**src/rtl/pairing_uart_seq.sv**
```systemverilog
// Pairing-core sequencer: starts the core, times its latency, then
// streams a window of result words out over a byte-wide UART port.
module pairing_uart_seq #(
  parameter int unsigned DATA_W  = 384,
  parameter int unsigned ADDR_W  = 9,
  parameter int unsigned TIMEOUT = 32'd1 << 24
) (
  input  logic              clk,
  input  logic              rst,
  input  logic              run,
  input  logic [ADDR_W-1:0] dump_base,
  input  logic [ADDR_W-1:0] dump_len,
  output logic              core_start,
  input  logic              core_done,
  output logic              mem_rd,
  output logic [ADDR_W-1:0] mem_addr,
  input  logic [DATA_W-1:0] mem_rdata,
  output logic [7:0]        tx_data,
  output logic              tx_valid,
  input  logic              tx_ready,
  output logic              busy,
  output logic              timeout_err,
  output logic              overrun_err,
  output logic [31:0]       cycle_cnt
);

  localparam int unsigned NB = DATA_W / 8;
  localparam int unsigned BW = (NB > 1) ? $clog2(NB) : 1;
  localparam logic [BW-1:0] LAST_B = BW'(NB - 1);
  localparam logic [31:0] TO_LIM = 32'(TIMEOUT);

  typedef enum logic [2:0] {
    S_IDLE,
    S_START,
    S_WAIT,
    S_RD,
    S_LOAD,
    S_SEND,
    S_NEXT
  } state_e;

  state_e            state_q;
  logic              run_q;
  logic [ADDR_W-1:0] base_q;
  logic [ADDR_W-1:0] len_q;
  logic [ADDR_W-1:0] idx_q;
  logic [ADDR_W-1:0] addr_q;
  logic [BW-1:0]     byte_q;
  logic [DATA_W-1:0] sr_q;
  logic [31:0]       cnt_q;
  logic [31:0]       cyc_q;
  logic              start_q;
  logic              rd_q;
  logic              txv_q;
  logic              to_q;
  logic              ov_q;

  logic              run_edge;
  logic [31:0]       cnt_d;
  logic [ADDR_W-1:0] idx_d;
  logic              more;
  logic              fire;
  logic              last;

  assign run_edge = run & ~run_q;
  assign cnt_d    = (&cnt_q) ? cnt_q : cnt_q + 32'd1;
  assign idx_d    = idx_q + 1'b1;
  assign more     = idx_d < len_q;
  assign fire     = txv_q & tx_ready;
  assign last     = byte_q == LAST_B;

  always_ff @(posedge clk) begin
    if (rst) begin
      state_q <= S_IDLE;
      run_q   <= 1'b0;
      base_q  <= '0;
      len_q   <= '0;
      idx_q   <= '0;
      addr_q  <= '0;
      byte_q  <= '0;
      sr_q    <= '0;
      cnt_q   <= '0;
      cyc_q   <= '0;
      start_q <= 1'b0;
      rd_q    <= 1'b0;
      txv_q   <= 1'b0;
      to_q    <= 1'b0;
      ov_q    <= 1'b0;
    end else begin
      run_q   <= run;
      start_q <= 1'b0;
      rd_q    <= 1'b0;
      if (run_edge && state_q != S_IDLE)
        ov_q <= 1'b1;
      unique case (state_q)
        S_IDLE: begin
          if (run_edge) begin
            base_q  <= dump_base;
            len_q   <= dump_len;
            to_q    <= 1'b0;
            ov_q    <= 1'b0;
            start_q <= 1'b1;
            state_q <= S_START;
          end
        end
        S_START: begin
          cnt_q   <= '0;
          state_q <= S_WAIT;
        end
        S_WAIT: begin
          cnt_q <= cnt_d;
          // a completion in the timeout cycle still counts as success
          if (core_done) begin
            cyc_q <= cnt_d;
            idx_q <= '0;
            if (len_q != '0) begin
              rd_q    <= 1'b1;
              addr_q  <= base_q;
              state_q <= S_RD;
            end else begin
              state_q <= S_IDLE;
            end
          end else if (cnt_d >= TO_LIM) begin
            to_q    <= 1'b1;
            state_q <= S_IDLE;
          end
        end
        S_RD: begin
          state_q <= S_LOAD;
        end
        S_LOAD: begin
          sr_q    <= mem_rdata;
          byte_q  <= '0;
          txv_q   <= 1'b1;
          state_q <= S_SEND;
        end
        S_SEND: begin
          if (fire) begin
            sr_q   <= sr_q >> 8;
            byte_q <= byte_q + 1'b1;
            if (last) begin
              txv_q   <= 1'b0;
              state_q <= S_NEXT;
            end
          end
        end
        S_NEXT: begin
          idx_q <= idx_d;
          if (more) begin
            rd_q    <= 1'b1;
            addr_q  <= base_q + idx_d;
            state_q <= S_RD;
          end else begin
            state_q <= S_IDLE;
          end
        end
        default: state_q <= S_IDLE;
      endcase
    end
  end

  // reset forces every output low in the same cycle it is asserted
  assign core_start  = start_q & ~rst;
  assign mem_rd      = rd_q & ~rst;
  assign mem_addr    = (rst || !rd_q) ? '0 : addr_q;
  assign tx_valid    = txv_q & ~rst;
  assign tx_data     = rst ? 8'h00 : sr_q[7:0];
  assign busy        = (state_q != S_IDLE) & ~rst;
  assign timeout_err = to_q & ~rst;
  assign overrun_err = ov_q & ~rst;
  assign cycle_cnt   = rst ? 32'd0 : cyc_q;

endmodule
```
**config.mk**
```make
export PLATFORM = sky130hd
export DESIGN_NAME = pairing_uart_seq
export DESIGN_NICKNAME = d
export VERILOG_FILES = /design/src/rtl/pairing_uart_seq.sv
export SDC_FILE = /design/constraint.sdc
export NUM_CORES = 1
export LEC_CHECK = 0
export CORE_MARGIN = 1
export CORE_UTILIZATION = 36
export DETAILED_ROUTE_END_ITERATION = 8
export GPL_ROUTABILITY_DRIVEN = 1
export GPL_TIMING_DRIVEN = 0
export RECOVER_POWER = 50
export SYNTH_ARGS = -nofsm -noshare
export SYNTH_HDL_FRONTEND = slang
export SYNTH_SLANG_ARGS = --single-unit
```
**constraint.sdc**
```tcl
create_clock -name clk -period 3.1 [get_ports clk]
set_input_delay 0.62 -clock clk [delete_from_list [all_inputs] [get_ports clk]]
set_output_delay 0.62 -clock clk [all_outputs]
set_load 0.01 [all_outputs]
```
==> flow_summary.ini <==
[sta]
setup_viol = 0
maxSlewHeadroom_pct = 38.0
finalWorstPathRequiredPeriod_ns = 3.05
maxSlewViolCount = 0
worstMarginPinSlew_ns = 0.928
post-route-period-util_pct = 98.3
fin_skew_ns = 0.0164
fmax_ghz = 0.328
finalHoldViolCount = 0

[detailed_routing]
drt_iter0_drc = 1452
wl_met1_um = 36300
routedWlPerCell_um = 18.6
drc_errors = 0
ant_nets = 0
dr.pass1.iters = 5
via_count = 22700
route.final.wire_length_um = 80300
top_layer_used = met5
route.met2.wl_um = 37300
vias_per_cell = 5.24
wl_met3_um = 5090

[setup_path]
worstPathArrival_ns = 2.43
slowest_stage = clkdlybuf4s50_1
required_ns = 2.48
worstSetupPathType = in -> out
startpoint_type = input port
endpoint_kind = output pin
cpPeakStageDelay_ns = 0.56
cp_max_fo = 10
path_cells = clkdlybuf4s50_1 -> clkbuf_8 -> clkbuf_8 -> clkbuf_4 -> nor2b_1 -> clkdlybuf4s50_1

[power_and_ir_drop]
powerDensity_nw_per_um2 = 500
peakVddDrop_mv = 0.376
p_leak_nw = 10.3

[placement]
place_inst = 4225
gp_congestion = 0.896
port_buffers = 461
postPlaceCellArea_um2 = 28100
place_hpwl_um = 61500

[floorplanning]
dieWidth_um = 252
initial_core_util_pct = 36.4
chipHeight_um = 252
rows = 91
core_area_um2 = 61700
die-area_um2 = 63500
io_pins = 462

[logic_synthesis]
syn-instance-count = 2927
ys_seq_elements = 499
ys.flop_type = dfxtp_1
synthTopCellsByArea = dfxtp_1, a311oi_1, nand2_1
synth_top_area_share_pct = 44.4
synth_edf_count = 0
syn_area_per_cell_um2 = 7.68
syn_nets = 3354
syn_area_um2 = 22500
synth_area_leader_cell = dfxtp_1
async_flop_share_pct = 0
yosys_warnings = 0
yosysUniqueCellTypes = 61
synth-seq-area-share_pct = 44.4

[grt]
track_usage_pct = 24.3
grt_remaining_overflow = 0
antenna_found_initial = 13
grt_max_degree = 16
grt_pass1_wl_um = 122000
grt_pass1_vias = 21600

[layout]
nFillCells = 6215
nNetsFinal = 3873
multiInputGateArea_um2 = 11400
drive_gt1_share_pct = 3.87
synthToLayoutAreaGrowth_pct = 33.6
fin_util_pct = 48.7
layout_commonest_cell = nand2_1
fin_cells = 4330
final_cell_mix = nand2_1, dfxtp_1, nor2_1
final_area_um2 = 30100
seqCellArea_um2 = 9990

[status]
outcome = finished clean

[clock_network]
cts_tree = built
root_buffer = clkbuf_16
cts_buffers = 56
htree_levels = 2
clk-insertion-delay-late_ns = 0.62
clkSlewWorstSetupHoldPaths_ns = 0.06
clock-sinks = 499
postCtsHoldBufs = 0
cts_max_path_buffers = 3

[run]
drv_cap = 0

[min_path]
hold_class = reg -> reg
## cells in the mapped netlist, drive strengths merged (12+ instances only)
library cell and n:
nor3 26, a211oi 30, a311oi 387, and2 18, clkbuf 239, dfxtp 499
inv 17, a31oi 13, nand4 13, xnor2 20, ha 19, nor2b 52
nand2 854, xor2 23, nor4 12, o21ai 30, nor2 461, nand3 25
a21oi 63, buf 28
## cells by family (layout without fill, tap and decap cells)
group,count (synthesis),count (layout),share of synthesized area [%]
flip-flops,499,499,44.4
other,0,5,0
multiplexers,2,2,0.0946
buffers and inverters,284,845,4.87
adder cells (fa/ha/maj),20,20,1.15
AND/OR/NAND/NOR,1506,1506,27.2
AO/OA/AOI/OAI,573,573,20.5
XOR/XNOR,43,43,1.67
## flip-flops by register name, indices dropped and copies added, names as in the netlist, named ones only
register  flops
addr_q        9
base_q        9
byte_q        6
cnt_q        32
cyc_q        32
idx_q         9
len_q         9
rd_q          1
run_q         1
sr_q        384
start_q       1
state_q       3
to_q          1
txv_q         1
## critical path: cells and delay by family
kind	cells	cell delay (ns)
buf+inv	5	1.65
simple gates	1	0.15
## final cells by class
type / count / area share, %
Antenna cell: 5 / 0.0416
Clock inverter: 17 / 0.645
Multi-Input combinational cell: 2144 / 38.0
Buffer: 265 / 3.57
Clock buffer: 83 / 5.40
Tap cell: 837 / 3.48
Inverter: 17 / 0.212
Sequential cell: 499 / 33.2
Timing Repair Buffer: 463 / 15.4
## report_power, final
part	internal [mW]	switching (mW)	total, mW
Combinational	0.804	0.828	1.63
Sequential	6.62	0.121	6.74
Clock	3.86	2.79	6.66
## layer usage
metal / vias up / global-route usage (%)
met5: - / 0
met2: 644 / 39.5
met1: 10600 / 33.1
met4: 20 / 6.11
li1: 11300 / -
met3: 111 / 4.37
## path summary, 6_finish.rpt
path,slack [ns],startpoint,to,cells past startpoint
setup / recovery,0.05,rst,tx_data[5],6
hold / removal,0.45,cyc_q[31],cyc_q[31],2
setup reg to reg,0.18,idx_q[2],addr_q[7],11
hold reg to reg,0.45,cyc_q[31],cyc_q[31],2
## repair_timing
| item | CTS | global route |
|---|---|---|
| setup endpoints to repair | 414 | 111 |
| hold endpoints to repair | 0 | 0 |
| pin swaps | 0 | 1 |
| buffers inserted | 0 | 1 |
| resized for setup | 22 | 11 |
## per-stage QoR
| step | TNS (ns) | hold slack, ns | worst slack, ns | total power [mW] |
|---|---|---|---|---|
| floorplan | 0 | 0.427 | 0.656 | 7.59 |
| CTS | 0 | 0.448 | 0.0382 | 15.1 |
| detailed placement | -332.39 | 0.440 | -1.09 | 8.50 |
| finish | 0 | 0.448 | 0.0536 | 15.0 |
| global placement | -320.58 | 0.437 | -1.09 | 8.50 |
| global route | -0.0114 | 0.477 | -0.00707 | 15.6 |
Note: power is estimated with default switching activity, not from simulation.
==> RTL edit 1: new RTL, same settings <==
Encoding of `state_e`: now one-hot (7 bits for 7 states).
--- a/src/rtl/pairing_uart_seq.sv
+++ b/src/rtl/pairing_uart_seq.sv
@@ -30,12 +30,12 @@
   localparam logic [31:0] TO_LIM = 32'(TIMEOUT);
 
-  typedef enum logic [2:0] {
-    S_IDLE,
-    S_START,
-    S_WAIT,
-    S_RD,
-    S_LOAD,
-    S_SEND,
-    S_NEXT
+  typedef enum logic [6:0] {
+    S_IDLE  = 7'b0000001,
+    S_START = 7'b0000010,
+    S_WAIT  = 7'b0000100,
+    S_RD    = 7'b0001000,
+    S_LOAD  = 7'b0010000,
+    S_SEND  = 7'b0100000,
+    S_NEXT  = 7'b1000000
   } state_e;
 
Function: same outputs for any inputs over 4 cycles, from zero or initial values and one cycle with rst high; so few cycles prove little.
==> RTL edit 1 against the unedited design <==
- combinational power fell by 30%
- area after synthesis increased by 0.17%
- design area up 1.7%
- power is 4.3% lower
- utilization up 0.85 points
- sequential share of layout area decreased by 0.29 points
- cell count is 0.35% lower
- routed wire length is 2.6% higher
- sequential cell count up 4
- highest routed layer unchanged
- worst setup slack lost 0.042 ns
- synthesized cell count shrank 0.99%
==> RTL edit 1: results (changes against the unedited design) <==
* Critical-path top delay cell: or4_1
* Most frequent cells after synthesis: nand2_1 (812), dfxtp_1 (503), nor2_1 (497), a311oi_1 (384), clkbuf_1 (193)
* Vias in the first global route at 22200 (+2.9%)
* FILL cells at 6081 (-2.2%)
* Final non-filler cell total at 4315 (-0.35%)
* Yosys cell types at 63 (+3.3%)
* Htree depth at 2 (unchanged)
* Inst Count DP at 4195 (-0.71%)
* Critical Path Fanout Max at 10 (unchanged)
* Switching power at 3.35 mW (-11%)
* Top post-synthesis cells by area: dfxtp_1 (45%), a311oi_1 (15%), nand2_1 (14%)
* First-pass GRT wire length at 126000 microns (+3.2%)
* Initial antenna violation count at 9 (-4)
* DRT Pass-1 Iters at 6 (+1)
* Slew @ Worst Pin at 1.11 ns (+0.178 ns)
* Syn Nets at 3325 (-0.86%)
* Register area share after synthesis at 44.7% (+0.28 points)
* Clock group power at 6.71 mW (+0.8%)
* Largest net degree at the start of global routing at 15 (-1)
* LEAKAGE at 10.7 nW (+4.0%)
* Seq pwr at 6.54 mW (-3.0%)
* Mapped Cells at 2898 (-0.99%)
* DR iter-0 viols at 1521 (+4.8%)
* Via count at 23200 (+2.2%)
* Maximum vdd drop at 0.400 mV (+6.3%)
* Gpl congestion at 0.888 (-0.86%)
* DPL Wire Length at 63300 microns (+2.9%)
* Internal power at 11.0 mW (-2.2%)
* Routed wire per std cell at 19.1 microns (+3.0%)
* Share of cells above drive strength 1 at 7.55% (+3.7 points)
* Clk root buf: clkbuf_16
* Final Skew at 0.0163 ns (-0.000104 ns)
* Status: finished clean
* Gr usage total at 24.9% (+0.64 points)
## RTL edit 1: changes by cell type after synthesis, sizes merged, moves of 6 or more
cell	delta
a22o	+9
nor2	+36
buf	+41
nand2	-42
o21ai	+8
xor2	+7
a22oi	+11
mux2i	+6
clkbuf	-46
a31oi	-6
a21oi	-26
## RTL edit 1: worst min-delay path: cells and delay by family (launching register included)
kind,cells,cell delay (ns)
AOI/OAI and AO/OA,1,0.05
DFF,1,0.31
and+or+nand+nor,1,0.05
## RTL edit 1: path summary, 6_finish.rpt
| kind | startpoint | end | slack (ns) | cells after the start |
|---|---|---|---|---|
| setup reg to reg | state_q[0]$_SDFFE_PP1P_ | sr_q[36]$_SDFFE_PP0P_ | 0.01 | 9 |
| setup / recovery | state_q[0]$_SDFFE_PP1P_ | sr_q[36]$_SDFFE_PP0P_ | 0.01 | 9 |
| hold reg to reg | addr_q[2]$_SDFFE_PP0P_ | addr_q[2]$_SDFFE_PP0P_ | 0.45 | 2 |
| hold / removal | addr_q[2]$_SDFFE_PP0P_ | addr_q[2]$_SDFFE_PP0P_ | 0.45 | 2 |
## RTL edit 1: final cells by class
cell class	instances	share of cell area, %
multi-input cells	2117	37.7
flip-flops and latches	503	32.9
repair buffers	473	15.4
clock buffers	78	5.24
plain buffers	261	4.23
well taps	837	3.43
clock inverters	22	0.790
inverters	16	0.196
diodes	8	0.0655
## RTL edit 1: per-layer routing
metal	part of all wire, %	global-route usage (%)
met5	0.028	0
met4	2.1	6.75
met1	45	34.3
met3	6.2	3.81
met2	47	40.4
## RTL edit 1: stage by stage
stage | setup TNS (ns) | util, % | instance area [sq um] | setup slack, ns | hold WS, ns
final | 0 | 49.5 | 30600 | 0.0114 | 0.452
after global routing | -5.72 | 49.5 | 30600 | -0.130 | 0.469
after CTS | 0 | 48.9 | 30200 | 0.000476 | 0.455
after detailed placement | -186.66 | 45.7 | 28200 | -1.11 | 0.447
after global placement | -171.61 | 45.7 | 28200 | -1.11 | 0.442
after floorplan | 0 | - | 22500 | 0.315 | 0.427
## RTL edit 1: timing repair
| action | CTS | global route |
|---|---|---|
| setup buffers | 2 | 11 |
| pin swaps | 3 | 9 |
| setup endpoints to repair | 461 | 404 |
| resized for setup | 43 | 158 |
## RTL edit 1: cells by family (layout without fill, tap and decap cells)
family / count (synthesis) / count (layout) / synth area share, %
XOR/XNOR: 48 / 48 / 1.87
AND/OR/NAND/NOR: 1475 / 1475 / 26.5
multiplexers: 8 / 8 / 0.361
AO/OA/AOI/OAI: 566 / 566 / 20.5
flip-flops: 503 / 503 / 44.7
adder cells (fa/ha/maj): 20 / 20 / 1.14
buffers and inverters: 278 / 850 / 4.99
other: 0 / 8 / 0
==> RTL edit 2: new RTL, same flow settings <==
Made on the original files. `ADDR_W`: 9 -> 10.
--- a/src/rtl/pairing_uart_seq.sv
+++ b/src/rtl/pairing_uart_seq.sv
@@ -3,5 +3,5 @@
 module pairing_uart_seq #(
   parameter int unsigned DATA_W  = 384,
-  parameter int unsigned ADDR_W  = 9,
+  parameter int unsigned ADDR_W  = 10,
   parameter int unsigned TIMEOUT = 32'd1 << 24
 ) (
Interface: changed (resized dump_base, dump_len and mem_addr); port bits go from 462 to 465. No check against the original RTL was run, so the function may have changed too.
==> RTL edit 2 against the unedited design <==
- design area up 1.3%
- via count up 0.49%
- clock skew up 0.0094 ns
- non-clock buffer count up 10
- first-iteration DRC count down 0.41%
- worst hold slack better by 0.0084 ns
- clock power up 2%
- utilization up 0.46 points
- power up 0.90%
- worst setup slack worse by 0.017 ns
- highest routed layer unchanged
- sequential share of layout area down 0.17 points
- routed wire length down 0.27%
- sequential cell count up 4
- area after synthesis up 0.86%
==> RTL edit 2: results (changes against the unedited design) <==
* Top post-synthesis cells by area: dfxtp_1 (44%), a311oi_1 (15%), nand2_1 (14%)
* Met3 routed WL at 4610 microns (-9.4%)
* Register area share after synthesis at 44.4% (about the same)
* Status: finished clean
* Layout Nets at 3920 (+1.2%)
* Crit path largest cell delay at 0.50 ns (-0.06 ns)
* DP Area at 28400 sq um (+0.80%)
* Number of buffers created by CTS at 55 (-1.8%)
* Vias in the first global route at 22000 (+1.7%)
* Yosys cell types at 60 (-1.6%)
* Drt via density at 5.20 (-0.73%)
* FILL cells at 6295 (+1.3%)
* First-pass GRT wire length at 122000 microns (+0.14%)
* Worst Reg-to-Reg Cells at 12 (+1)
* Most frequent cells after synthesis: nand2_1 (857), dfxtp_1 (503), nor2_1 (484), a311oi_1 (383), clkbuf_1 (257)
* Met1 Use GR at 32.2% (-0.92 points)
* Maximum vdd drop at 0.500 mV (+33%)
* LEAKAGE at 10.5 nW (+1.1%)
* Metal-1 WL at 36400 microns (+0.26%)
* GR Util met3 at 4.63% (+0.25 points)
* R2R Setup Slk at 0.12 ns (-0.06 ns)
* Gr usage total at 24.2% (-0.066 points)
* R2R Path Start: idx_q[0]$_SDFFE_PP0P_
* Drt total wl at 80100 microns (-0.27%)
* DPL Wire Length at 60800 microns (-1.0%)
* Reg2Reg Capture Point: addr_q[9]$_SDFFE_PP0P_
* Syn Nets at 3400 (+1.4%)
* Slew @ Worst Pin at 1.33 ns (+0.399 ns)
* Share of cells above drive strength 1 at 4.16% (+0.29 points)
* Final Skew at 0.0258 ns (+0.00940 ns)
* DRT Pass-1 Iters at 7 (+2)
* DR iter-0 viols at 1446 (-0.41%)
* Gpl congestion at 0.859 (-4.1%)
* CP Capture Point: busy
* Initial antenna violation count at 25 (+12)
* Port Buffers at 464 (+0.65%)
* GRT met2 Usage at 39.3% (-0.15 points)
* Main synth FF type: dfxtp_1
==> RTL edit 2: cell count changes in the layout (fill, tap and decap cells not counted), moves of 8 or more <==
| cell | delta |
|---|---|
| dlygate4sd3_1 | +17 |
| clkbuf_1 | +8 |
| clkbuf_2 | +8 |
| a31oi_1 | -8 |
| clkdlybuf4s50_1 | -14 |
| nor2_1 | +24 |
==> RTL edit 2: cells by family after synthesis <==
kind of cell             synth area share [%]
AND/OR/NAND/NOR                          27.6
flip-flops                               44.4
XOR/XNOR                                 1.85
adder cells (fa/ha/maj)                  1.25
buffers and inverters                    4.88
AO/OA/AOI/OAI                            19.9
multiplexers                            0.154
==> RTL edit 2: area by class of cell <==
type / instances / area (sq um) / share of cell area [%]
antenna: 12 / 30.0 / 0.0986
buffer: 273 / 1100 / 3.62
clock buffer: 87 / 1720 / 5.64
clock inverter: 15 / 170 / 0.559
inverter: 15 / 56.3 / 0.185
multi-input combinational: 2176 / 11600 / 38.1
sequential: 503 / 10100 / 33.1
tap: 837 / 1050 / 3.44
timing repair buffer: 465 / 4650 / 15.3
==> RTL edit 2: where the power goes <==
group	internal [mW]	leakage (nW)	switching (mW)
Combinational	0.788	5.47	0.799
Sequential	6.65	4.06	0.110
Clock	4.04	0.932	2.78
==> RTL edit 2: through the flow <==
step / cells / TNS (ns) / setup slack [ns] / hold WS (ns)
floorplan: 2969 / 0 / 0.130 / 0.427
global placement: 4270 / -437.75 / -1.43 / 0.440
detailed placement: 4270 / -275.28 / -1.42 / 0.449
CTS: 4372 / 0 / 0.0000624 / 0.457
global route: 4377 / -0.0901 / -0.0421 / 0.481
finish: 4383 / 0 / 0.0361 / 0.457
==> RTL edit 2: what timing repair did <==
item / 4_1_cts / 5_1_grt
gates cloned: 0 / 0
gates resized for setup: 30 / 25
setup endpoints to repair: 387 / 207
setup buffers: 1 / 0
pin swaps: 2 / 4
==> RTL edit 2: worst min-delay path by stage <==
stage                            from  cells after the start  slack (ns)                endpoint
2_1_floorplan   cyc_q[0]$_SDFFE_PP0P_                      2        0.43   cyc_q[0]$_SDFFE_PP0P_
3_3_place_gp    cyc_q[0]$_SDFFE_PP0P_                      2        0.44   cyc_q[0]$_SDFFE_PP0P_
3_5_place_dp    cyc_q[0]$_SDFFE_PP0P_                      2        0.45   cyc_q[0]$_SDFFE_PP0P_
4_1_cts         cyc_q[0]$_SDFFE_PP0P_                      2        0.46   cyc_q[0]$_SDFFE_PP0P_
5_1_grt        base_q[9]$_SDFFE_PP0P_                      2        0.48  base_q[9]$_SDFFE_PP0P_
6_report        cyc_q[0]$_SDFFE_PP0P_                      2        0.46   cyc_q[0]$_SDFFE_PP0P_
==> RTL edit 2: worst max-delay path, delay by kind of cell <==
family / cells / cell delay (ns)
buf+inv: 5 / 1.74
simple gates: 1 / 0.07
